### config.mk
export PLATFORM = sky130hd
export DESIGN_NAME = code_mem_flash_programmer
export DESIGN_NICKNAME = d
export VERILOG_FILES = /design/src/rtl/code_mem_flash_programmer.sv
export SDC_FILE = /design/constraint.sdc
export NUM_CORES = 1
export LEC_CHECK = 0
export ABC_AREA = 0
export CORE_MARGIN = 3
export CORE_UTILIZATION = 53
export CTS_BUF_LIST = sky130_fd_sc_hd__clkbuf_4
export CTS_CLUSTER_SIZE = 14
export DETAILED_ROUTE_END_ITERATION = 12
export PLACE_DENSITY = 0.95
export SETUP_SLACK_MARGIN = 0.15
export SYNTH_ARGS = -nofsm -noshare
export SYNTH_HDL_FRONTEND = slang
export SYNTH_SLANG_ARGS = --single-unit
### constraint.sdc
create_clock -name clk -period 13.4 [get_ports clk]
set_input_delay 3.35 -clock clk [delete_from_list [all_inputs] [get_ports clk]]
set_output_delay 3.35 -clock clk [all_outputs]
set_load 0.02 [all_outputs]
### src/rtl/code_mem_flash_programmer.sv
// code_mem_flash_programmer
// Copies a code image from code RAM into an on-chip flash sector over Avalon-MM.
// The sequence is: unprotect the sector, erase it, poll the erase, then for each word
// read it from RAM, write it to flash byte-swapped and poll the write, and finally
// re-protect every sector. The re-protect step runs even after an error.
// Ports:
//   clk, reset             clock, asynchronous active-high reset
//   start, num_words       1-cycle request and word count (latched on accept)
//   busy, done, error      status: busy span, completion pulse, sticky error
//   pram_re/addr/rdata     code RAM read port (data one cycle after pram_re)
//   avmm_csr_*             flash CSR slave (addr 0 status, addr 1 control)
//   avmm_data_*            flash data slave (single-word writes, waitrequest stall)
module code_mem_flash_programmer #(
    parameter int unsigned RAM_ADDR_WIDTH   = 12,
    parameter int unsigned FLASH_ADDR_WIDTH = 17,
    parameter int unsigned FLASH_BASE_WORD  = 0,
    parameter int unsigned SECTOR_ID        = 1,
    parameter int unsigned POLL_TIMEOUT     = 100000
) (
    input  logic                        clk,
    input  logic                        reset,
    input  logic                        start,
    input  logic [RAM_ADDR_WIDTH:0]     num_words,
    output logic                        busy,
    output logic                        done,
    output logic                        error,
    output logic                        pram_re,
    output logic [RAM_ADDR_WIDTH-1:0]   pram_addr,
    input  logic [31:0]                 pram_rdata,
    output logic                        avmm_csr_addr,
    output logic                        avmm_csr_read,
    output logic                        avmm_csr_write,
    output logic [31:0]                 avmm_csr_writedata,
    input  logic [31:0]                 avmm_csr_readdata,
    output logic [FLASH_ADDR_WIDTH-1:0] avmm_data_addr,
    output logic                        avmm_data_write,
    output logic [31:0]                 avmm_data_writedata,
    input  logic                        avmm_data_waitrequest,
    output logic [1:0]                  avmm_data_burstcount
);

    localparam int unsigned NW_W  = RAM_ADDR_WIDTH + 1;
    localparam int unsigned TMR_W = $clog2(POLL_TIMEOUT + 1);

    localparam logic [NW_W-1:0] MAX_WORDS  = {1'b1, {RAM_ADDR_WIDTH{1'b0}}};
    localparam logic [2:0]      ERASE_NONE = 3'd7;
    localparam logic [2:0]      ERASE_SEC  = 3'(SECTOR_ID);
    localparam logic [4:0]      PROT_ALL   = 5'h1F;
    localparam logic [4:0]      PROT_OPEN  = PROT_ALL & ~(5'(1) << (SECTOR_ID - 1));

    // Control register layout: [27:23] write-protect, [22:20] erase sector
    localparam logic [31:0] CTRL_UNPROT = {4'b0, PROT_OPEN, ERASE_NONE, 20'b0};
    localparam logic [31:0] CTRL_ERASE  = {4'b0, PROT_OPEN, ERASE_SEC,  20'b0};
    localparam logic [31:0] CTRL_PROT   = {4'b0, PROT_ALL,  ERASE_NONE, 20'b0};

    typedef enum logic [8:0] {
        S_IDLE   = 9'b000000001,
        S_UNPROT = 9'b000000010,
        S_ERASE  = 9'b000000100,
        S_EPOLL  = 9'b000001000,
        S_RAMRD  = 9'b000010000,
        S_WR     = 9'b000100000,
        S_WPOLL  = 9'b001000000,
        S_PROT   = 9'b010000000,
        S_DONE   = 9'b100000000
    } state_t;

    state_t                      r_state;
    logic                        r_busy;
    logic                        r_done;
    logic                        r_error;
    logic                        r_pram_re;
    logic [RAM_ADDR_WIDTH-1:0]   r_pram_addr;
    logic                        r_csr_addr;
    logic                        r_csr_read;
    logic                        r_csr_write;
    logic [31:0]                 r_csr_wdata;
    logic [FLASH_ADDR_WIDTH-1:0] r_data_addr;
    logic                        r_data_write;
    logic [31:0]                 r_data_wdata;
    logic [1:0]                  r_burstcount;
    logic [NW_W-1:0]             r_num_words;
    logic [RAM_ADDR_WIDTH-1:0]   r_index;
    logic [TMR_W-1:0]            r_timer;
    logic                        r_poll_phase;

    logic [NW_W-1:0]             w_nw_clamped;
    logic                        w_status_idle;
    logic                        w_timeout;
    logic                        w_last;
    logic [31:0]                 w_swapped;
    logic [FLASH_ADDR_WIDTH-1:0] w_flash_addr;
    logic                        w_unused;

    assign w_nw_clamped  = (num_words > MAX_WORDS) ? MAX_WORDS : num_words;
    assign w_status_idle = (avmm_csr_readdata[1:0] == 2'b00);
    assign w_timeout     = (r_timer == TMR_W'(POLL_TIMEOUT - 1));
    assign w_last        = ({1'b0, r_index} == (r_num_words - NW_W'(1)));
    assign w_swapped     = {pram_rdata[7:0], pram_rdata[15:8], pram_rdata[23:16], pram_rdata[31:24]};
    assign w_flash_addr  = FLASH_ADDR_WIDTH'(FLASH_BASE_WORD) + FLASH_ADDR_WIDTH'(r_index);
    assign w_unused      = ^{avmm_csr_readdata[31:5], avmm_csr_readdata[2]};

    // Sequencer; single-cycle strobes default low each cycle and are raised on state entry
    always_ff @(posedge clk or posedge reset) begin
        if (reset) begin
            r_state      <= S_IDLE;
            r_busy       <= 1'b0;
            r_done       <= 1'b0;
            r_error      <= 1'b0;
            r_pram_re    <= 1'b0;
            r_pram_addr  <= '0;
            r_csr_addr   <= 1'b0;
            r_csr_read   <= 1'b0;
            r_csr_write  <= 1'b0;
            r_csr_wdata  <= '0;
            r_data_addr  <= '0;
            r_data_write <= 1'b0;
            r_data_wdata <= '0;
            r_burstcount <= 2'd1;
            r_num_words  <= '0;
            r_index      <= '0;
            r_timer      <= '0;
            r_poll_phase <= 1'b0;
        end else begin
            r_done      <= 1'b0;
            r_pram_re   <= 1'b0;
            r_csr_read  <= 1'b0;
            r_csr_write <= 1'b0;

            case (r_state)
                S_IDLE: begin
                    if (start) begin
                        r_num_words <= w_nw_clamped;
                        r_error     <= 1'b0;
                        r_busy      <= 1'b1;
                        r_index     <= '0;
                        r_csr_write <= 1'b1;
                        r_csr_addr  <= 1'b1;
                        r_csr_wdata <= CTRL_UNPROT;
                        r_state     <= S_UNPROT;
                    end
                end

                S_UNPROT: begin
                    r_csr_write <= 1'b1;
                    r_csr_addr  <= 1'b1;
                    r_csr_wdata <= CTRL_ERASE;
                    r_state     <= S_ERASE;
                end

                S_ERASE: begin
                    r_csr_read   <= 1'b1;
                    r_csr_addr   <= 1'b0;
                    r_poll_phase <= 1'b0;
                    r_timer      <= '0;
                    r_state      <= S_EPOLL;
                end

                // Phase 0: read strobe is on the bus; phase 1: readdata is valid
                S_EPOLL: begin
                    r_timer <= r_timer + TMR_W'(1);
                    if (w_timeout) begin
                        r_error     <= 1'b1;
                        r_csr_write <= 1'b1;
                        r_csr_addr  <= 1'b1;
                        r_csr_wdata <= CTRL_PROT;
                        r_state     <= S_PROT;
                    end else if (!r_poll_phase) begin
                        r_poll_phase <= 1'b1;
                    end else if (!w_status_idle) begin
                        r_csr_read   <= 1'b1;
                        r_poll_phase <= 1'b0;
                    end else if (!avmm_csr_readdata[4] || (r_num_words == '0)) begin
                        r_error     <= ~avmm_csr_readdata[4];
                        r_csr_write <= 1'b1;
                        r_csr_addr  <= 1'b1;
                        r_csr_wdata <= CTRL_PROT;
                        r_state     <= S_PROT;
                    end else begin
                        r_pram_re   <= 1'b1;
                        r_pram_addr <= r_index;
                        r_state     <= S_RAMRD;
                    end
                end

                S_RAMRD: begin
                    r_timer <= '0;
                    r_state <= S_WR;
                end

                // First cycle captures the RAM word; then hold until the slave accepts
                S_WR: begin
                    r_timer <= r_timer + TMR_W'(1);
                    if (w_timeout) begin
                        r_error      <= 1'b1;
                        r_data_write <= 1'b0;
                        r_csr_write  <= 1'b1;
                        r_csr_addr   <= 1'b1;
                        r_csr_wdata  <= CTRL_PROT;
                        r_state      <= S_PROT;
                    end else if (!r_data_write) begin
                        r_data_write <= 1'b1;
                        r_data_addr  <= w_flash_addr;
                        r_data_wdata <= w_swapped;
                    end else if (!avmm_data_waitrequest) begin
                        r_data_write <= 1'b0;
                        r_csr_read   <= 1'b1;
                        r_csr_addr   <= 1'b0;
                        r_poll_phase <= 1'b0;
                        r_timer      <= '0;
                        r_state      <= S_WPOLL;
                    end
                end

                S_WPOLL: begin
                    r_timer <= r_timer + TMR_W'(1);
                    if (w_timeout) begin
                        r_error     <= 1'b1;
                        r_csr_write <= 1'b1;
                        r_csr_addr  <= 1'b1;
                        r_csr_wdata <= CTRL_PROT;
                        r_state     <= S_PROT;
                    end else if (!r_poll_phase) begin
                        r_poll_phase <= 1'b1;
                    end else if (!w_status_idle) begin
                        r_csr_read   <= 1'b1;
                        r_poll_phase <= 1'b0;
                    end else if (!avmm_csr_readdata[3] || w_last) begin
                        r_error     <= ~avmm_csr_readdata[3];
                        r_csr_write <= 1'b1;
                        r_csr_addr  <= 1'b1;
                        r_csr_wdata <= CTRL_PROT;
                        r_state     <= S_PROT;
                    end else begin
                        r_index     <= r_index + RAM_ADDR_WIDTH'(1);
                        r_pram_re   <= 1'b1;
                        r_pram_addr <= r_index + RAM_ADDR_WIDTH'(1);
                        r_state     <= S_RAMRD;
                    end
                end

                S_PROT: begin
                    r_busy  <= 1'b0;
                    r_done  <= 1'b1;
                    r_state <= S_DONE;
                end

                S_DONE: begin
                    r_state <= S_IDLE;
                end

                default: begin
                    r_busy       <= 1'b0;
                    r_data_write <= 1'b0;
                    r_state      <= S_IDLE;
                end
            endcase
        end
    end

    assign busy                 = r_busy;
    assign done                 = r_done;
    assign error                = r_error;
    assign pram_re              = r_pram_re;
    assign pram_addr            = r_pram_addr;
    assign avmm_csr_addr        = r_csr_addr;
    assign avmm_csr_read        = r_csr_read;
    assign avmm_csr_write       = r_csr_write;
    assign avmm_csr_writedata   = r_csr_wdata;
    assign avmm_data_addr       = r_data_addr;
    assign avmm_data_write      = r_data_write;
    assign avmm_data_writedata  = r_data_wdata;
    assign avmm_data_burstcount = r_burstcount;

endmodule

==> results.json, run 1 <==
{
  "outcome": "finished, final reports clean",
  "post_cts_resized": 0,
  "start_util_pct": 54.6,
  "rows": 39,
  "finClkSkew_ns": 0.0158,
  "worst-path-buf-inv": 1,
  "cts_max_level": 4,
  "synth-async-reset-ratio_pct": 100,
  "place.detailed.hpwl_um": 10700,
  "criticalPathCategory": "primary input to flop",
  "peakVddDrop_mv": 0.174,
  "dp_cells": 830,
  "yosysTopAreaCellShare_pct": 47.1,
  "whs_endpoint": "avmm_data_addr[2]$_DFFE_PP0P_",
  "crit_family": "simple AND/OR/NAND/NOR gates",
  "clkTransAtPathRegs_ns": 0.11,
  "grt_pass1_wl_um": 24000,
  "p_sw_uw": 440,
  "post_drt_via_cell_ratio": 5.71,
  "rsz0062_at_grt": "false",
  "drtIter0Drc": 404,
  "die_w_um": 115,
  "intPower_uw": 782,
  "netlist_area_mm2": 0.00627,
  "grt_max_degree": 91,
  "cp-start-kind": "primary input",
  "gp_congestion": 0.883,
  "drtAntennaViolNets": 0,
  "power.leakage_uw": 0.00352,
  "max_freq_mhz": 179,
  "fillers": 838,
  "antenna_found_initial": 0,
  "io_pins": 184,
  "areaGrowthSynthToFinish_pct": 23.7,
  "reg2reg_to": "avmm_data_addr[1]$_DFFE_PP0P_",
  "drv_slew": 0,
  "yosysTopAreaCell": "dfrtp_1",
  "hold_viol_final": 0,
  "core_area_mm2": 0.0115,
  "setup_viol": 0,
  "min_path_type": "flop to flop",
  "syn-instance-count": 598,
  "fin_hold_ws_ns": 0.515,
  "synth_edf_count": 0,
  "pwr-share-clk_pct": 25.6,
  "final_cells": 862,
  "seqPwrFrac_pct": 40.7,
  "min_period_over_period_pct": 41.6,
  "avgSynthCellArea_um2": 10.5,
  "ys_warn_count": 2,
  "fin_nets": 791,
  "fp.dieArea_mm2": 0.0132,
  "vias": 4923,
  "cp-startpoint": "avmm_csr_readdata[1]",
  "synth_area_leaders": "dfrtp_1 (47%), mux2_2 (9.0%), buf_4 (4.8%), o21ai_0 (3.7%), nand2_1 (2.8%)",
  "clock-sinks": 119,
  "r2r_start": "r_state[3]$_DFFE_PP0P_",
  "cp_cell_sequence": "clkdlybuf4s50_1, nor3b_1, and3_1, nand2_4, a211oi_4, mux2_2",
  "io_buffers": 124,
  "tritoncts": "done",
  "hold_path_startpoint": "avmm_data_addr[2]$_DFFE_PP0P_",
  "drtPass1Iterations": 5,
  "slew_headroom_pct": 17.6,
  "end_kind": "flop",
  "clock_latency_ns": 0.54,
  "cpPeakStageDelay_ns": 0.76,
  "grt_use_total_pct": 23.0,
  "cts_hold_buf": 0,
  "synth-seq-cells": 119,
  "grt_overflow_total": 0,
  "clockBufferDepth": 2,
  "holdPathStages": 1,
  "drc_errors": 0,
  "cp_data_required_time_ns": 13.83,
  "grt_pass1_vias": 4806,
  "cpMaxStageDelayCell": "a211oi_4",
  "combPwrFrac_pct": 33.7,
  "die_height_um": 115,
  "tns_ns": 0,
  "cts_setup_buffers": 0,
  "drive_gt1_share_pct": 14.5,
  "r2r_slack_ns": 9.63,
  "critPathMaxFanout": 13,
  "cp_data_arrival_time_ns": 6.01,
  "cts_root_buf": "clkbuf_4",
  "wl_per_cell_um": 17.1,
  "ys_types": 66,
  "tritoncts.num_buffers": 17,
  "period_needed_ns": 5.58,
  "rr_worst_depth": 6,
  "cap_violations": 0,
  "ys_dominant_reg_cell": "dfrtp_1",
  "fin_area_mm2": 0.00775,
  "power_switching_share_pct": 36.0,
  "routed_wl_um": 14700,
  "ys_seq_area_share_pct": 47.5,
  "place_area_mm2": 0.00739,
  "diodes": 0,
  "power_density_mw_per_mm2": 158,
  "worstMarginPinSlew_ns": 1.23
}
[stage by stage]
stage | setup WS [ns] | util (%) | power [uW]
floorplan | 6.89 | - | 779
global placement | 7.40 | 64.5 | 890
detailed placement | 7.32 | 64.5 | 910
CTS | 7.91 | 67.6 | 1230
global route | 7.71 | 67.6 | 1290
finish | 7.82 | 67.6 | 1220
[synth_stat cells, types with 5 or more instances]
cell type  instances
inv_1             13
nand4_1           13
or3_1              5
nand2b_1          21
mux2_4             8
nand3_1           22
a21oi_1           11
clkbuf_1          22
or4_1              5
dfrtp_1          118
nor2_1            33
and3_1            11
a31oi_1            8
nor3_1             9
buf_4             40
mux2_2            50
xor2_1            17
o21ai_0           46
xnor2_1           15
nand2_1           46
nor2b_1            5
[state kept, by name, indices dropped and copies added (netlist names), 3 cells and up]
| name | flops |
|---|---|
| avmm_csr_writedata | 3 |
| avmm_data_addr | 12 |
| avmm_data_writedata | 32 |
| pram_addr | 12 |
| r_index | 12 |
| r_num_words | 13 |
| r_state | 9 |
| r_timer | 17 |
[worst max path at each step]
stage                                      endpoint  cells after the start
after global routing       pram_addr[2]$_DFFE_PP0P_                      6
after detailed placement   pram_addr[3]$_DFFE_PP0P_                      6
after floorplan           avmm_csr_addr$_DFFE_PP0P_                      1
after global placement    pram_addr[11]$_DFFE_PP0P_                      6
final                      pram_addr[3]$_DFFE_PP0P_                      6
after CTS                  pram_addr[3]$_DFFE_PP0P_                      6
[power groups by stage]
stage	logic [uW]	registers, uW	clock network, uW
final	412	497	314
after global placement	394	496	0
after global routing	448	509	334
after floorplan	260	519	0
after CTS	411	496	319
after detailed placement	408	503	0
[layer usage]
metal,GRT usage [%],vias up,share of wire (%)
met5,0,-,0
met4,8.29,0,2.0
met3,5.26,26,4.9
met2,39.3,180,54
met1,28.7,2424,40
li1,-,2293,-
[placed cells by master, fill, tap and decap left out, drive strengths merged, types with 4 or more instances in the layout]
cell type,n
nand2,47
nor2b,5
nor2,34
xnor2,15
clkbuf,17
xor2,17
ha,4
and3,11
nand3,22
and2,4
nor4b,4
a31oi,8
bufinv,5
nand2b,21
conb,31
mux2,58
inv,14
dfrtp,118
clkdlybuf4s50,124
or3,5
nand4,14
or4,6
nor3,9
clkinv,8
a21oi,11
a211oi,4
o21ai,47
[kinds of logic (layout without fill, tap and decap cells)]
kind of cell,after synthesis,in the layout,share of synthesized area (%)
compound gates,100,100,10.5
simple gates,200,200,17.5
flops,119,119,47.5
other cells,1,31,0.0598
fa+ha+maj,4,4,0.799
mux,61,61,11.4
buf+inv,80,171,7.47
xor+xnor,33,33,4.83
[layout make-up]
class	instances	area [um2]	area share, %
timing repair buffer	125	1250	16.1
inverter	14	55.1	0.710
tap	143	179	2.31
clock inverter	15	228	2.94
clock buffer	17	128	1.65
multi-input combinational	429	2930	37.8
sequential	119	2980	38.4
Power figures use the tool's default switching activity.
==> inputs of run 2 (changes only) <==
Settings changed: CORE_UTILIZATION 53 to 45, PLACE_DENSITY 0.95 to 0.9.
Clock period 13.4 ns to 4.55 ns, I/O delays scaled along.
==> run 2 against run 1 <==
  * Sequential power grew to 2.9 times the previous value
  * Non-clock buffer count rose by 6
  * Critical path type is now flop to flop
  * Combinational power increased to 3.0 times the previous value
  * Highest routed layer unchanged
==> results.json, run 2 (synthesis gave the netlist of run 1 again) <==
{
  "outcome": "finished, final reports clean",
  "cp_cell_sequence": "or4_1, nand2b_1, or4b_1, nand2b_1, nor2_4, buf_12, mux2_2",
  "cpPeakStageDelay_ns": 0.68,
  "critPathMaxFanout": 27,
  "drtAntennaViolNets": 0,
  "min_path_type": "flop to flop",
  "fin_nets": 797,
  "hold_viol_final": 0,
  "rows": 42,
  "end_kind": "flop",
  "grt_use_total_pct": 19.3,
  "clockBufferDepth": 2,
  "dp_cells": 869,
  "slew_headroom_pct": 57.0,
  "drtPass1Iterations": 6,
  "grt_pass1_vias": 4694,
  "io_buffers": 124,
  "vias": 4834,
  "post_drt_via_cell_ratio": 5.37,
  "largest_reg_flops": 32,
  "grt_overflow_total": 0,
  "cts_setup_buffers": 0,
  "layout_common_cells": "clkdlybuf4s50_1 (124), dfrtp_1 (118), mux2_2 (50)",
  "gp_congestion": 0.878,
  "grt_pass1_wl_um": 23300,
  "drtIter0Drc": 314,
  "rsz0062_at_grt": "false",
  "die_height_um": 124,
  "cp-start-kind": "flop",
  "mostFrequentLayoutCell": "clkdlybuf4s50_1",
  "areaGrowthSynthToFinish_pct": 24.2,
  "place.detailed.hpwl_um": 10800,
  "fp.dieArea_mm2": 0.0154,
  "fin_area_mm2": 0.00778,
  "finClkSkew_ns": 0.0190,
  "worstMarginPinSlew_ns": 0.644,
  "tritoncts.num_buffers": 17,
  "start_util_pct": 46.6,
  "min_period_over_period_pct": 76.5,
  "routed_wl_um": 14500,
  "post_cts_resized": 0,
  "drv_slew": 0,
  "cpMaxStageDelayCell": "or4b_1",
  "diodes": 0,
  "cp_data_arrival_time_ns": 3.89,
  "die_w_um": 124,
  "fin_hold_ws_ns": 0.517,
  "cp_data_required_time_ns": 4.96,
  "tns_ns": 0,
  "max_freq_mhz": 287,
  "clkTransAtPathRegs_ns": 0.11,
  "setup_viol": 0,
  "cts_hold_buf": 0,
  "power.leakage_uw": 0.00353,
  "cts_max_level": 4,
  "io_pins": 184,
  "period_needed_ns": 3.48,
  "antenna_found_initial": 0,
  "cts_root_buf": "clkbuf_4",
  "drc_errors": 0,
  "power_density_mw_per_mm2": 443,
  "grt_max_degree": 55,
  "cap_violations": 0,
  "final_cells": 901,
  "wl_per_cell_um": 16.1,
  "clock_latency_ns": 0.53,
  "tritoncts": "done",
  "criticalPathCategory": "flop to flop",
  "place_area_mm2": 0.00749,
  "peakVddDrop_mv": 0.230,
  "core_area_mm2": 0.0135,
  "crit_path_frequent_cell": "nand2b_1",
  "drive_gt1_share_pct": 15.2,
  "r2r_slack_ns": 1.07,
  "clock-sinks": 119
}
-- run 2: path summary, 6_finish.rpt --
check,start,endpoint,cells past startpoint
hold reg to reg,avmm_data_writedata[11]$_DFFE_PP0P_,avmm_data_writedata[11]$_DFFE_PP0P_,1
setup reg to reg,r_state[3]$_DFFE_PP0P_,avmm_data_writedata[19]$_DFFE_PP0P_,7
max in group asynchronous,reset,r_timer[12]$_DFFE_PP0P_,3
hold / removal,avmm_data_writedata[11]$_DFFE_PP0P_,avmm_data_writedata[11]$_DFFE_PP0P_,1
min in group asynchronous,reset,r_num_words[0]$_DFFE_PP0P_,2
setup / recovery,r_state[3]$_DFFE_PP0P_,avmm_data_writedata[19]$_DFFE_PP0P_,7
-- run 2: worst max-delay path, delay by kind of cell (launching register included) --
family	cells	cell delay (ns)
buf+inv	1	0.27
mux	1	0.35
flops	1	0.49
simple gates	5	2.24
-- run 2: metrics by stage --
stage / setup WS (ns) / power, uW / util [%]
floorplan: 0.257 / 2290 / -
CTS: 1.07 / 3470 / 57.8
finish: 1.07 / 3450 / 57.8
global placement: 1.12 / 2640 / 55.7
detailed placement: 1.08 / 2700 / 55.7
global route: 0.900 / 3670 / 57.8
-- run 2: where the power goes --
group          internal [uW]  switching, uW
clock network            345            421
logic                    559            665
registers               1260            200
total                   2160           1290
-- run 2: area by class of cell --
| type | count | area [um2] |
|---|---|---|
| Inverter | 14 | 55.1 |
| Tap cell | 176 | 220 |
| Clock buffer | 19 | 143 |
| Fill cell | 1144 | 5670 |
| Sequential cell | 119 | 2980 |
| Timing Repair Buffer | 131 | 1310 |
| Clock inverter | 13 | 148 |
| Multi-Input combinational cell | 429 | 2930 |
-- run 2: routing by layer --
metal	global-route usage, %	share of wire, %	vias to the layer above
met2	31.4	51	186
met1	25.2	41	2341
met3	5.18	6.6	23
met4	6.02	1.4	0
met5	0	0	-
li1	-	-	2284
